<file path="config.mk">
export PLATFORM = sky130hd
export DESIGN_NAME = sin_nco_sched
export DESIGN_NICKNAME = d
export VERILOG_FILES = /design/src/rtl/sin_nco_sched.sv
export SDC_FILE = /design/constraint.sdc
export NUM_CORES = 1
export LEC_CHECK = 0
export BUFFER_PORTS_ARGS = -buffer_cell sky130_fd_sc_hd__buf_2
export CORE_ASPECT_RATIO = 1.1
export CORE_MARGIN = 2
export CORE_UTILIZATION = 35
export DETAILED_ROUTE_END_ITERATION = 6
export GPL_TIMING_DRIVEN = 0
export PLACE_DENSITY = 0.49
export SYNTH_ARGS = -nofsm -noshare
export SYNTH_HDL_FRONTEND = slang
export SYNTH_SLANG_ARGS = --single-unit
export TNS_END_PERCENT = 5
</file>
<file path="constraint.sdc">
create_clock -name i_clk -period 6.9 [get_ports i_clk]
set_input_delay 0 -clock i_clk [delete_from_list [all_inputs] [get_ports i_clk]]
set_output_delay 0 -clock i_clk [all_outputs]
set_load 0.01 [all_outputs]
</file>
<file path="src/rtl/sin_nco_sched.sv">
// Multi-channel NCO scheduler sharing one registered sin_table lookup round-robin.
// Optional phase dither LFSR enabled by defining SIN_NCO_DITHER_EN.
`timescale 1ns/1ps
module sin_nco_sched #(
    parameter int unsigned CHW = 2,
    parameter int unsigned AW  = 32,
    parameter int unsigned PW  = 17,
    parameter int unsigned OW  = 13
) (
    input  logic                   i_clk,
    input  logic                   i_reset,
    input  logic                   i_cfg_wr,
    input  logic                   i_cfg_sel,
    input  logic [CHW-1:0]         i_cfg_ch,
    input  logic [AW-1:0]          i_cfg_data,
    input  logic [(1 << CHW)-1:0]  i_en,
    input  logic                   i_sync,
    output logic                   o_tbl_ce,
    output logic [PW-1:0]          o_tbl_phase,
    input  logic [OW-1:0]          i_tbl_val,
    output logic                   o_valid,
    input  logic                   i_ready,
    output logic [CHW-1:0]         o_ch,
    output logic [OW-1:0]          o_sample
);
    localparam int unsigned NCH = 1 << CHW;

    logic [AW-1:0]  acc_q  [NCH];
    logic [AW-1:0]  acc_d  [NCH];
    logic [AW-1:0]  freq_q [NCH];
    logic [AW-1:0]  freq_d [NCH];
    logic [AW-1:0]  offs_q [NCH];
    logic [AW-1:0]  offs_d [NCH];
    logic [CHW-1:0] ptr_q, ptr_d;
    logic           a_valid_q, a_valid_d;
    logic [CHW-1:0] a_ch_q, a_ch_d;
    logic [PW-1:0]  phase_q, phase_d;
    logic           o_valid_q, o_valid_d;
    logic [CHW-1:0] o_ch_q, o_ch_d;

    logic           pipe_ce_c;
    logic           any_en_c;
    logic [CHW-1:0] sel_c;
    logic [CHW-1:0] cand_c;
    logic           found_c;
    logic [AW-1:0]  sum_c;
    logic [AW-1:0]  dither_c;

    assign pipe_ce_c = !o_valid_q || i_ready;
    assign any_en_c  = |i_en;

`ifdef SIN_NCO_DITHER_EN
    localparam logic [AW-1:0] DMASK = AW'((65'(1) << (AW - PW)) - 65'(1));
    logic [15:0] lfsr_q, lfsr_d;

    // x^16+x^14+x^13+x^11+1, advances with the pipeline
    always_comb begin
        lfsr_d = lfsr_q;
        if (pipe_ce_c) begin
            lfsr_d = {lfsr_q[14:0], lfsr_q[15] ^ lfsr_q[13] ^ lfsr_q[12] ^ lfsr_q[10]};
        end
    end

    always_ff @(posedge i_clk) begin
        if (i_reset) begin
            lfsr_q <= 16'hACE1;
        end else begin
            lfsr_q <= lfsr_d;
        end
    end

    assign dither_c = AW'(lfsr_q) & DMASK;
`else
    assign dither_c = '0;
`endif

    // First enabled channel after the last issued one, cyclically
    always_comb begin
        sel_c   = ptr_q;
        found_c = 1'b0;
        cand_c  = ptr_q;
        for (int unsigned k = 1; k <= NCH; k++) begin
            cand_c = ptr_q + CHW'(k);
            if (!found_c && i_en[cand_c]) begin
                sel_c   = cand_c;
                found_c = 1'b1;
            end
        end
    end

    assign sum_c = acc_q[sel_c] + offs_q[sel_c] + dither_c;

    always_comb begin
        acc_d     = acc_q;
        freq_d    = freq_q;
        offs_d    = offs_q;
        ptr_d     = ptr_q;
        a_valid_d = a_valid_q;
        a_ch_d    = a_ch_q;
        phase_d   = phase_q;
        o_valid_d = o_valid_q;
        o_ch_d    = o_ch_q;

        if (i_cfg_wr) begin
            if (i_cfg_sel) begin
                offs_d[i_cfg_ch] = i_cfg_data;
            end else begin
                freq_d[i_cfg_ch] = i_cfg_data;
            end
        end

        if (pipe_ce_c) begin
            a_valid_d = any_en_c;
            a_ch_d    = sel_c;
            phase_d   = PW'(sum_c >> (AW - PW));
            o_valid_d = a_valid_q;
            o_ch_d    = a_ch_q;
            if (any_en_c) begin
                acc_d[sel_c] = acc_q[sel_c] + freq_q[sel_c];
                ptr_d        = sel_c;
            end
        end

        // Sync overrides the issue-side accumulator update
        if (i_sync) begin
            for (int unsigned k = 0; k < NCH; k++) begin
                acc_d[k] = '0;
            end
        end
    end

    always_ff @(posedge i_clk) begin
        if (i_reset) begin
            for (int unsigned k = 0; k < NCH; k++) begin
                acc_q[k]  <= '0;
                freq_q[k] <= '0;
                offs_q[k] <= '0;
            end
            ptr_q     <= CHW'(NCH - 1);
            a_valid_q <= 1'b0;
            a_ch_q    <= '0;
            phase_q   <= '0;
            o_valid_q <= 1'b0;
            o_ch_q    <= '0;
        end else begin
            acc_q     <= acc_d;
            freq_q    <= freq_d;
            offs_q    <= offs_d;
            ptr_q     <= ptr_d;
            a_valid_q <= a_valid_d;
            a_ch_q    <= a_ch_d;
            phase_q   <= phase_d;
            o_valid_q <= o_valid_d;
            o_ch_q    <= o_ch_d;
        end
    end

    assign o_tbl_ce    = pipe_ce_c;
    assign o_tbl_phase = phase_q;
    assign o_valid     = o_valid_q;
    assign o_ch        = o_ch_q;
    assign o_sample    = i_tbl_val;

endmodule

</file>
==> results.txt, run 1 <==
* Die Span X: 239.9 µm
* Slew at the pin closest to its max-slew limit: 1158 ps
- TritonCTS clock tree: yes
- Hold timing on the final database bottoms out at a slack of 36.65 ps.
* Final weighted congestion in routability-driven placement: roughly 0.97
- Dividing the synthesized area by the synthesized cell count gives around 7.6 µm².
- CTS sink cnt: 409
- The number of antenna violations at the first check in global routing was 1.
- The floorplan has 95 rows.
- The share of the Yosys chip area taken by registers is 38.23%.
* CP Launch Type: register
- In the final layout, the multi-input gates occupy around 12,000 µm².
- Total global routing track utilization: 28.84%
* FF-to-FF path depth: 22
- Gate count after technology mapping: 2,823
* Remaining design rule violation count: 0
* Count of endpoints failing setup in the final report: 0
* Clk slew on worst S/H paths: 60 ps
* Total area of sequential cells: 8188 µm²
* Most used cells in the layout excluding fill and tap cells: nand2_1 (867), dfxtp_1 (409), a21oi_1 (392)
- The pre-antenna-repair detailed-routing pass consisted of 6 iterations.
- Post-Synthesis Cell Area: 21,420 µm²
- Setup repair after global routing missed its margin: no
- The die covers 63,180 µm².
- For the worst setup path, the data arrival time is roughly 7200 ps.
- When the netlist entered floorplanning its net count stood at between 2,000 and 3,000.
- The longest clock path from root to sink contains 3 buffers.
- Entering global routing, the biggest net connects 29 pins.
- Slack of the worst reg-to-reg path: between 200 and 300 ps
- The via count of the first global-routing pass is 20,069.
- Area added between synthesis and finish: 15.05%
* Result of the run: completed
- Cell count after placement: 3,690
- Worst-case vdd ir drop: 0.1957 mV
- The filler cells instantiated in the layout total 6,496.
- Main flop type after synthesis: dfxtp_1
- The synthesized design spends more area on one cell type than any other, namely dfxtp_1.
- The routed layout has about 21,000 vias.
- Initial standard-cell utilization of the core: 35.19%
* Data required time of the worst path: 7450 ps
- For this run, the top clock speed supported by timing is 0.1509 GHz.
- Initial DRC count: around 2,100
- Global-route congestion overflow total: 0
* Area post-placement: around 23,000 µm²
- In this run the static leakage power is between 8 and 9 nW.
- Total number of yosys warnings: 0
- Yosys cell types: 88
* Max Fanout on Critical Path: 19
* Drt wl/cell: 24.42 µm
- The first global-routing pass estimated 134,200 µm of wire.
- Fraction of the cycle the final worst path needs: between 90 and 100%
- For this run, the number of standard cells in the final layout without fillers is 3,805.
* Minimum setup slack in the final design: ~270 ps
- Number of top-level pins: 91
- The later pin in the worst-skew pair is clocked with a latency of slightly above 600 ps.
* Post-synthesis share of cell area spent on and, or, nand and nor gates: 24.44%
- Leaving out fill and tap cells, the most frequent cell in the layout is nand2_1.
* Start of the worst register-to-register path: ptr_q[0]
* Final Slew Violations: 0
* Fraction of registers with async set or reset after synthesis: 0%
- Subtracting the final worst setup slack from the clock period gives 6629 ps.
- Adder-cell share of the synthesized area: 2.541%
- The endpoint identified for the worst register-to-register timing path is acc_q[87].
- Share of Yosys cell area claimed by the top area cell type: approximately two fifths
* Layout Nets: roughly 3,000
* Power density of the placed cells: 288.9 nW/µm²
- Of the total synthesized cell area, the portion taken by XOR and XNOR cells is 4.253%.
- Final antenna diode count: 0
* Post-Place Setup Slack: -1973 ps
- After synthesis, the share of cell area in mux cells is 6.012%.
* Start-to-end type of the worst setup path: register to register
- Clock tree synthesis selected as its root buffer the cell clkbuf_16.
* Critical path destination: acc_q[87]
- Maxcap violations: 0
- Final hold violations: 0
- The floorplan step defined a core boundary enclosing 60,860 µm².
- The number of clock buffers added by TritonCTS is 47.
- Depth of the CTS H-tree: 2
- In this run the tool buffered the top-level ports with between 40 and 50 buffer cells.
- Detailed Route WL: 92,930 µm
- Yosys attributes the largest share of cell area to dfxtp_1 (38%), nand2_1 (15%), a21oi_1 (9.2%), mux4_2 (3.7%), clkbuf_1 (2.9%).
- The floorplan step set the die height to about 260 µm.
- Using the TritonRoute via totals, the vias-per-cell ratio works out to 5.648.
* Sum of net half-perimeters after detailed placement: about 70,000 µm
- Worst min-delay path class: input port to register
- Crit path from: ptr_q[0]
* EDFF count, synth: 0
- After routing the design area is 24,640 µm².
* Flop and latch count out of synthesis: 409
* Slew margin rel.: 22.22%
* Dominant combinational cell family by area after synthesis: simple AND/OR/NAND/NOR gates
* Ratio of cells with drive above 1 in the final layout: approximately 8.7%
- The synthesized netlist devotes 19.09% of its cell area to compound gates.
- The count of nets left with antenna violations once routing finished came out at 0.
- The clock arrives with ~50 ps of skew.
- STA classifies the critical path endpoint as a register.
registers in the layout (all words and copies together) (netlist names):
register     flops
a_ch_q           2
a_valid_q        1
acc_q          128
freq_q         128
o_ch             2
o_tbl_phase     17
o_valid          1
offs_q         128
ptr_q            2
through the flow:
step	util (%)	total power [mW]	TNS, ps
after floorplan	-	3.776	0
after global placement	37.24	4.482	-149260
after detailed placement	37.24	4.502	-151130
after CTS	40.42	7.106	0
after global routing	40.49	7.376	0
final	40.49	7.118	0
kinds of logic (layout without fill, tap and decap cells):
family,count (synthesis),in the layout
compound gates,683,683
simple gates,1240,1240
mux,79,79
buf+inv,264,422
fa+ha+maj,44,44
flops,409,409
xor+xnor,104,104
critical path, cell delays in order, from the launching register on:
cell      delay (ps)
dfxtp_1          520
nand2b_1         220
a21oi_1          150
nor2_4           370
clkbuf_4         370
buf_2            320
buf_4            350
clkbuf_2         380
clkbuf_4         350
clkbuf_2         330
nand2_1           90
a31oi_1          260
ha_1             240
inv_1             70
o311ai_1         360
nand3_1          240
o211ai_1         220
buf_4            160
a31o_2           250
a21boi_1         160
o41a_1           510
or4_1            500
nand3_1           90
area by class of cell:
type	count	area share (%)
Multi-Input combinational cell	2150	49.17
Sequential cell	409	33.23
Clock buffer	62	5.251
Buffer	238	4.403
Tap cell	824	4.184
Timing Repair Buffer	78	2.265
Clock inverter	24	1.193
Inverter	20	0.3047
power breakdown:
part           leakage [nW]  internal (mW)  switching, mW
sequential             3.32           2.47         0.0857
clock                 0.781           1.52           1.09
combinational          4.46          0.586           1.36
synth_stat cells (all sizes together) (5+ instances only):
library cell,count
nand2,868
nor3,30
and2,7
or3,8
o211ai,14
o22ai,5
nor2b,15
a31oi,55
nor4,7
a211oi,62
dfxtp,409
a21oi,393
nand3,62
buf,46
o21bai,5
mux2i,36
a21o,23
ha,41
mux4,38
inv,19
xnor2,63
o31ai,15
nand2b,16
mux2,5
o21ai,50
or4,12
clkbuf,198
nand4b,5
xor2,41
a22oi,6
nor2,119
and3,55
nand4,23
a311o,7
routing by layer:
metal  GRT usage (%)  wire length [µm]  up-vias
met5               0                 0        -
met4           14.22              5074        0
met3           3.880              5942      224
met2           48.16             44040      888
met1           36.40             37880    10398
li1                -                 -     9982
worst min path at each step:
stage	from	end	depth (start not counted)
3_3_place_gp	i_tbl_val[8]	o_sample[8]	2
4_1_cts	i_cfg_wr	offs_q[64]	5
2_1_floorplan	i_tbl_val[0]	o_sample[0]	1
3_5_place_dp	i_tbl_val[12]	o_sample[12]	2
5_1_grt	i_cfg_wr	freq_q[64]	5
6_report	i_sync	acc_q[123]	5
repair_timing:
| action | CTS | global route |
|---|---|---|
| endpoints found under the hold margin | 256 | 0 |
| resized for setup | 14 | 15 |
| endpoints found under the setup margin | 135 | 46 |
| pin swaps | 1 | 1 |
| hold buffers | 32 | 0 |
| cloned | 0 | 0 |
| buffers inserted | 2 | 1 |
(Power assumes the default switching activity.)
==> run 2: changes to the inputs <==
- CELL_PAD_IN_SITES_DETAIL_PLACEMENT: unset -> 1
- CELL_PAD_IN_SITES_GLOBAL_PLACEMENT: unset -> 1
- CTS_CLUSTER_SIZE: unset -> 12
- PLACE_DENSITY: 0.49 -> 0.62
==> results.txt, run 2 (synthesis gave the netlist of run 1 again) <==
- Number of iterations in the first detailed-routing pass: 5 (-1)
- TritonCTS built the clock tree.
* Maximum clock rate: 0.1485 GHz (-1.6%)
- Sum of net half-perimeters after detailed placement: 74,560 µm (+6.7%)
* Total internal power: 4.573 mW (about the same)
* Die area: 63,180 µm² (unchanged)
* Number of top-level pins: 91 (unchanged)
- Power, Total: 7.162 mW (+0.62%)
* Detailed Route WL: 97,910 µm (+5.4%)
* Largest net degree at the start of global routing: 29 (unchanged)
- Slowest stage cell, crit path: a31oi_1
* Maximum clock path buffer count: 3 (unchanged)
* Setup repair after global routing missed its margin: no
* Ratio of cells with drive above 1 in the final layout: 8.336% (-0.39 points)
* Worst min-delay path class: input port to register
* Setup skew after layout: 41.11 ps (-7.950 ps)
- In the layout the commonest cells are nand2_1 (867), dfxtp_1 (409), a21oi_1 (392).
- Drt wl/cell: 25.76 µm (+5.5%)
- Data required time of the worst path: 7430 ps (-20 ps)
* Most common cell after layout, fill and taps aside: nand2_1
- The detail-routed via count per cell came to 5.741 (+1.6%).
- CP Launch Type: register
* Die Span X: 239.9 µm (unchanged)
- Wire length of the first global-routing pass: 143,400 µm (+6.8%)
- The total power per unit cell area is 291.4 nW/µm² (+0.87%).
- The headroom to the max-slew limit was 26.55% (+4.3 points).
- The delay of the slowest critical-path stage came to 580 ps (+60 ps).
* Slew at the pin closest to its max-slew limit: 1093 ps (-64.50 ps)
- Total area of sequential cells: 8188 µm² (unchanged)
* Remaining design rule violation count: 0 (unchanged)
- The most critical setup path has its startpoint at ptr_q[0].
* Area inside the core boundary: 60,860 µm² (unchanged)
- Initial DRC count: 1,929 (-7.8%)
* Initial standard-cell utilization of the core: 35.19% (unchanged)
* Number of clock buffers inserted by TritonCTS: 48 (+2.1%)
* Final critical path time including I/O delays and setup: 6734 ps (+104.7 ps)
- The area of the multi-input gates came to 12,090 µm² (-0.21%).
- The total number of nets in the final design came to 3,038 (-0.13%).
* Setup TNS: 0 ps (unchanged)
- The root buffer cell chosen for the clock tree is clkbuf_16.
- The critical path in this run is classified as register to register.
* Maxcap violations: 0 (unchanged)
* Cell count after placement: 3,690 (unchanged)
- The fraction of power spent switching nets is 36.14% (+0.46 points).
- The routability-driven placement congestion ratio was 0.9180 (-5.7%).
- Clk slew on worst S/H paths: 60 ps (about the same)
- Sequential fraction of design power: 35.8% (-0.2 points)
- The internal reg-to-reg setup slack was 170 ps (-100 ps).
- The number of hold violations in the final report was 0 (unchanged).
- Global-route congestion overflow total: 0 (unchanged)
* Count of endpoints failing setup in the final report: 0 (unchanged)
* Worst-case vdd ir drop: 0.1807 mV (-7.7%)
* Fraction of the cycle the final worst path needs: 97.59% (+1.5 points)
- Area added between synthesis and finish: 14.76%
- The final cell utilization of the core came to 40.38% (-0.10 points).
- The standard-cell row count is 95 (unchanged).
* Final Slew Violations: 0 (unchanged)
- The clock group share of total power is 36.6% (about the same).
- The height of the die is 263.4 µm (unchanged).
- CTS sink cnt: 409 (unchanged)
- The latest clock arrival within the worst-skew pair was 620 ps (about the same).
- Largest registers: acc_q (128), freq_q (128), offs_q (128)
- The net switching power was 2.588 mW (+1.9%).
* Number of nets with antenna violations after detailed routing: 0 (unchanged)
- Combinational fraction of design power: 27.6% (+0.2 points)
* Total vias in the final route: 21,820 (+1.5%)
- Critical path destination: acc_q[90]
* Cell Chain, Critical Path: nand2b_1, o211a_1, nor2_2, buf_2, buf_2, buf_4, clkbuf_2, nand2_1, and3_1, a31oi_1, ha_1, inv_1, o21ai_0, a21oi_1, o21ai_1, a211oi_2, o31a_1, xnor2_1, nand2_1, a21oi_1
* Endpoint arrival time on the critical path: 7260 ps (+80 ps)
- The number of antenna violations at the first check in global routing was 4 (+3).
* Port-buffer cells: 43 (unchanged)
* End of the worst register-to-register path: acc_q[90]
- Endpoint kind of the worst setup timing path: register
- Number of global-route vias before repair: 22,188 (+11%)
* Lkg Pwr: 8.529 nW (-0.36%)
- The highest net fanout along the worst path was 28 (+9).
- Count of filler cells inserted in the layout: 7,572 (+17%)
- The H-tree depth was 2 (unchanged).
- FF-to-FF path depth: 20 (-9.1%)
* Non-Filler Instances: 3,801 (-0.11%)
* Result of the run: completed
- Total global routing track utilization: 30.62% (+1.8 points)
- In this run the critical register-to-register path is launched from ptr_q[0].
run 2: worst max-delay path: cells and delay by family (launching register included):
kind,cells,cell delay [ps]
compound gates,8,2490
buf+inv,5,2000
xor+xnor,1,240
flops,1,350
fa+ha+maj,1,440
simple gates,5,1070
run 2: worst min path at each step:
stage                  from         endpoint  slack (ps)  cells after the start
5_1_grt            i_cfg_wr       offs_q[31]          70                      5
3_3_place_gp   i_tbl_val[0]      o_sample[0]         190                      2
4_1_cts             i_ready  o_tbl_phase[12]          10                      4
6_report            i_ready  o_tbl_phase[12]          20                      4
2_1_floorplan  i_tbl_val[0]      o_sample[0]          90                      1
3_5_place_dp   i_tbl_val[2]      o_sample[2]         180                      2
run 2: area by class of cell:
class                           instances  area share (%)
Tap cell                              824           4.195
Clock inverter                         16          0.9113
Multi-Input combinational cell       2150           49.19
Sequential cell                       409           33.31
Timing Repair Buffer                   75           2.179
Antenna cell                            2         0.02036
Buffer                                236           4.393
Clock buffer                           69           5.493
Inverter                               20          0.3055
run 2: power groups by stage:
stage | sequential, mW | combinational, mW | clock [mW]
finish | 2.57 | 1.97 | 2.62
floorplan | 2.59 | 1.19 | 0
global route | 2.58 | 2.10 | 2.74
detailed placement | 2.61 | 1.92 | 0
global placement | 2.61 | 1.89 | 0
CTS | 2.56 | 1.94 | 2.64
run 2: per-layer routing:
metal / share of wire, % / vias to the layer above / global-route usage [%]
met5: 0 / - / 0
met4: 3.1 / 0 / 9.871
met3: 5.8 / 166 / 3.030
met2: 46 / 746 / 50.18
met1: 45 / 10943 / 42.19
li1: - / 9965 / -
run 2: metrics by stage:
step / hold WS, ps / instance area (µm²) / worst slack [ps]
after floorplan: 91.77 / 21420 / 1541
after global placement: 185.9 / 22660 / -1972
after detailed placement: 184.7 / 22660 / -1998
after CTS: 12.10 / 24550 / 24.94
after global routing: 71.21 / 24580 / 15.82
final: 18.27 / 24580 / 166.4
run 2: what timing repair did:
item	4_1_cts	5_1_grt
buffers inserted	0	0
endpoints found under the hold margin	256	0
setup endpoints to repair	131	35
resized for setup	11	12
hold buffers	32	0
==> run 3: changes to the inputs <==
- CORE_UTILIZATION: 35 -> 46
- PLACE_DENSITY: 0.62 -> 0.79
==> results.txt, run 3 (synthesis gave the netlist of run 1 again) <==
- The first-pass GRT wire length was 135,900 µm (-5.2%).
* Number of nets with antenna violations after detailed routing: 0 (unchanged)
* Final weighted congestion in routability-driven placement: 1.007 (+9.7%)
- The area of the core region came to 45,760 µm² (-25%).
* Finished layout cell area: 24,150 µm² (-1.7%)
- The latest clock arrival within the worst-skew pair was 610 ps (about the same).
- Setup repair after global routing missed its margin: yes
* Lkg Pwr: 8.475 nW (-0.64%)
- Endpoint kind of the worst setup timing path: register
- Result of the run: completed
- Worst-case vdd ir drop: 0.1754 mV (-2.9%)
- Sequential fraction of design power: 37.3% (+1.5 points)
- The clock group share of total power was 34.4% (-2.2 points).
- The fraction of power spent switching nets was 35.89% (-0.25 points).
- The clock sink count is 409 (unchanged).
- Die area: 48,300 µm² (-24%)
- The layout filler cell count is 5,747 (-24%).
* Global-route congestion overflow total: 0 (unchanged)
- The wire length after detailed routing was 92,040 µm (-6.0%).
- Drt wl/cell: 25.88 µm (+0.48%)
- The endpoint arrival time on the critical path is 7170 ps (-90 ps).
- Final Slew Violations: 0 (unchanged)
* Total internal power: 4.412 mW (-3.5%)
- The cell area after placement is 22,370 µm² (-1.3%).
- The number of endpoints failing setup at the final stage came to 0 (unchanged).
* Power density of the placed cells: 284.9 nW/µm² (-2.2%)
* Most common cell after layout, fill and taps aside: nand2_1
* Area added between synthesis and finish: 12.77%
- Power, Total: 6.882 mW (-3.9%)
- Multi-input logic area: 12,110 µm² (+0.17%)
- Net Sw Power: 2.470 mW (-4.6%)
* Clk slew on worst S/H paths: 60 ps (about the same)
- The combinational fraction of design power was 28.4% (+0.8 points).
- The count of buffers inserted at the top-level ports was 43 (unchanged).
- Maximum clock path buffer count: 3 (unchanged)
- CP Launch Type: register
- Max incr delay on CP: 530 ps (-50 ps)
- The worst setup path is of the register to register kind.
* Number of clock buffers inserted by TritonCTS: 45 (-6.3%)
* Die Span X: 209.7 µm (-13%)
- The number of antenna violations at the first check in global routing was 1 (-3).
- The detail-routed via count per cell is 6.241 (+8.7%).
* Startpoint of the tightest hold check path: i_ready
- Initial standard-cell utilization of the core: 46.80% (+12 points)
* Final hold violations: 0 (unchanged)
* Depth of the CTS H-tree: 2 (unchanged)
* Start of the worst register-to-register path: ptr_q[0]
- Clock tree synthesis selected as its root buffer the cell clkbuf_16.
- Total vias in the final route: 22,193 (+1.7%)
- The final worst-path cycle share is 97.57% (about the same).
- Top cell by count, worst path: buf_6
- The total number of nets in the final design was 3,041 (+0.099%).
* Maxcap violations: 0 (unchanged)
- The headroom to the max-slew limit came to 27.00% (+0.45 points).
- The library cells used most frequently in the layout, excluding fill and tap cells, are nand2_1 (867), dfxtp_1 (409), a21oi_1 (392).
- The final routed DRC violation total is 0 (unchanged).
- The fraction of final layout cells with drive strength greater than 1 was 8.328% (-0.0084 points).
* Worst min-delay path class: input port to register
- The standard-cell row count is 82 (-14%).
- In the final layout, the registers with the most flip-flops are acc_q (128), freq_q (128), offs_q (128).
* Maximum clock rate: 0.1485 GHz (about the same)
- The measured slew at the worst slew-check pin came to 1087 ps (-6.731 ps).
- The signal on the critical path passes through nand2b_1, a21bo_1, buf_6, and3_4, buf_6, buf_12, buf_6, buf_4, buf_4, buf_2, clkbuf_2, a31oi_1, ha_1, a21o_1, o21ai_0, o2111ai_1, o211ai_1, o221ai_1, a21oi_2, o21a_1, o211ai_1, nand2_1, a21oi_1.
* Slowest stage cell, crit path: buf_2
- The highest net fanout along the worst path is 19 (-32%).
- The most critical setup path has its startpoint at ptr_q[0].
- Largest net degree at the start of global routing: 29 (unchanged)
- Initial DRC count: 2,069 (+7.3%)
* Chip Height: 230.3 µm (-13%)
- The data required time of the worst path came to 7340 ps (-90 ps).
- TritonCTS built the clock tree.
* Total global routing track utilization: 37.43% (+6.8 points)
- The final clock skew is 28.63 ps (-12.48 ps).
* Number of global-route vias before repair: 22,121 (-0.30%)
- Final critical path time including I/O delays and setup: 6732 ps (-1.497 ps)
- Number of top-level pins: 91 (unchanged)
- Sum of net half-perimeters after detailed placement: 68,880 µm (-7.6%)
- The length of the first detailed-routing pass in iterations was 7 (+2).
- Post-route core utilization: 52.78% (+12 points)
- Total area of sequential cells: 8188 µm² (unchanged)
-- run 3: cell count changes in the layout (fill, tap and decap cells not counted), moves of 2 or more --
| cell | delta |
|---|---|
| clkbuf_1 | -7 |
| clkinv_2 | -7 |
| clkbuf_2 | +5 |
| buf_4 | +4 |
| bufinv_16 | -3 |
| clkbuf_16 | -2 |
| clkbuf_8 | +2 |
-- run 3: power by group through the flow --
stage / Sequential (mW) / Clock, mW / Combinational, mW
2_1_floorplan: 2.59 / 0 / 1.19
3_5_place_dp: 2.61 / 0 / 1.86
5_1_grt: 2.57 / 2.46 / 2.07
4_1_cts: 2.56 / 2.37 / 1.90
3_3_place_gp: 2.60 / 0 / 1.82
6_report: 2.57 / 2.36 / 1.95
-- run 3: worst paths after layout --
path / end / slack [ps] / depth (start not counted)
worst max-delay path: acc_q[126] / 170 / 23
worst min register to register: freq_q[80] / 460 / 2
worst max register to register: acc_q[126] / 170 / 23
worst min-delay path: o_tbl_phase[12] / 10 / 4
-- run 3: repair_timing --
action | in CTS | in global routing
hold buffers | 32 | 0
pin swaps | 1 | 0
endpoints found under the hold margin | 256 | 0
buffers inserted | 2 | 0
gates resized for setup | 16 | 12
endpoints found under the setup margin | 117 | 34
-- run 3: critical path: cells and delay by family, from the launching register on --
| family | cells | cell delay (ps) |
|---|---|---|
| compound gates | 11 | 2750 |
| buf+inv | 8 | 2380 |
| simple gates | 3 | 560 |
| flops | 1 | 440 |
| fa+ha+maj | 1 | 400 |
-- run 3: area by class of cell --
type | count | area share, %
repair buffers | 77 | 2.280
inverters | 20 | 0.3108
flip-flops and latches | 409 | 33.90
well taps | 588 | 3.046
clock inverters | 6 | 0.3471
multi-input cells | 2150 | 50.14
diodes | 2 | 0.02072
plain buffers | 240 | 4.533
clock buffers | 64 | 5.419
-- run 3: stage by stage --
| step | setup slack [ps] | hold WS [ps] | setup TNS, ps | cells |
|---|---|---|---|---|
| finish | 167.9 | 12.94 | 0 | 3556 |
| global route | -48.45 | 71.50 | -154.7 | 3554 |
| CTS | 111.7 | 7.713 | 0 | 3554 |
| detailed placement | -1833 | 186.2 | -126560 | 3454 |
| global placement | -1659 | 185.5 | -107240 | 3454 |
| floorplan | 1541 | 91.77 | 0 | 2823 |
-- run 3: routing by layer --
| metal | routed length (µm) | GRT usage, % | vias to the layer above |
|---|---|---|---|
| met4 | 3107 | 13.39 | 0 |
| met1 | 38750 | 50.09 | 11166 |
| li1 | - | - | 9964 |
| met5 | 0 | 0 | - |
| met3 | 7429 | 5.408 | 161 |
| met2 | 42750 | 61.56 | 902 |
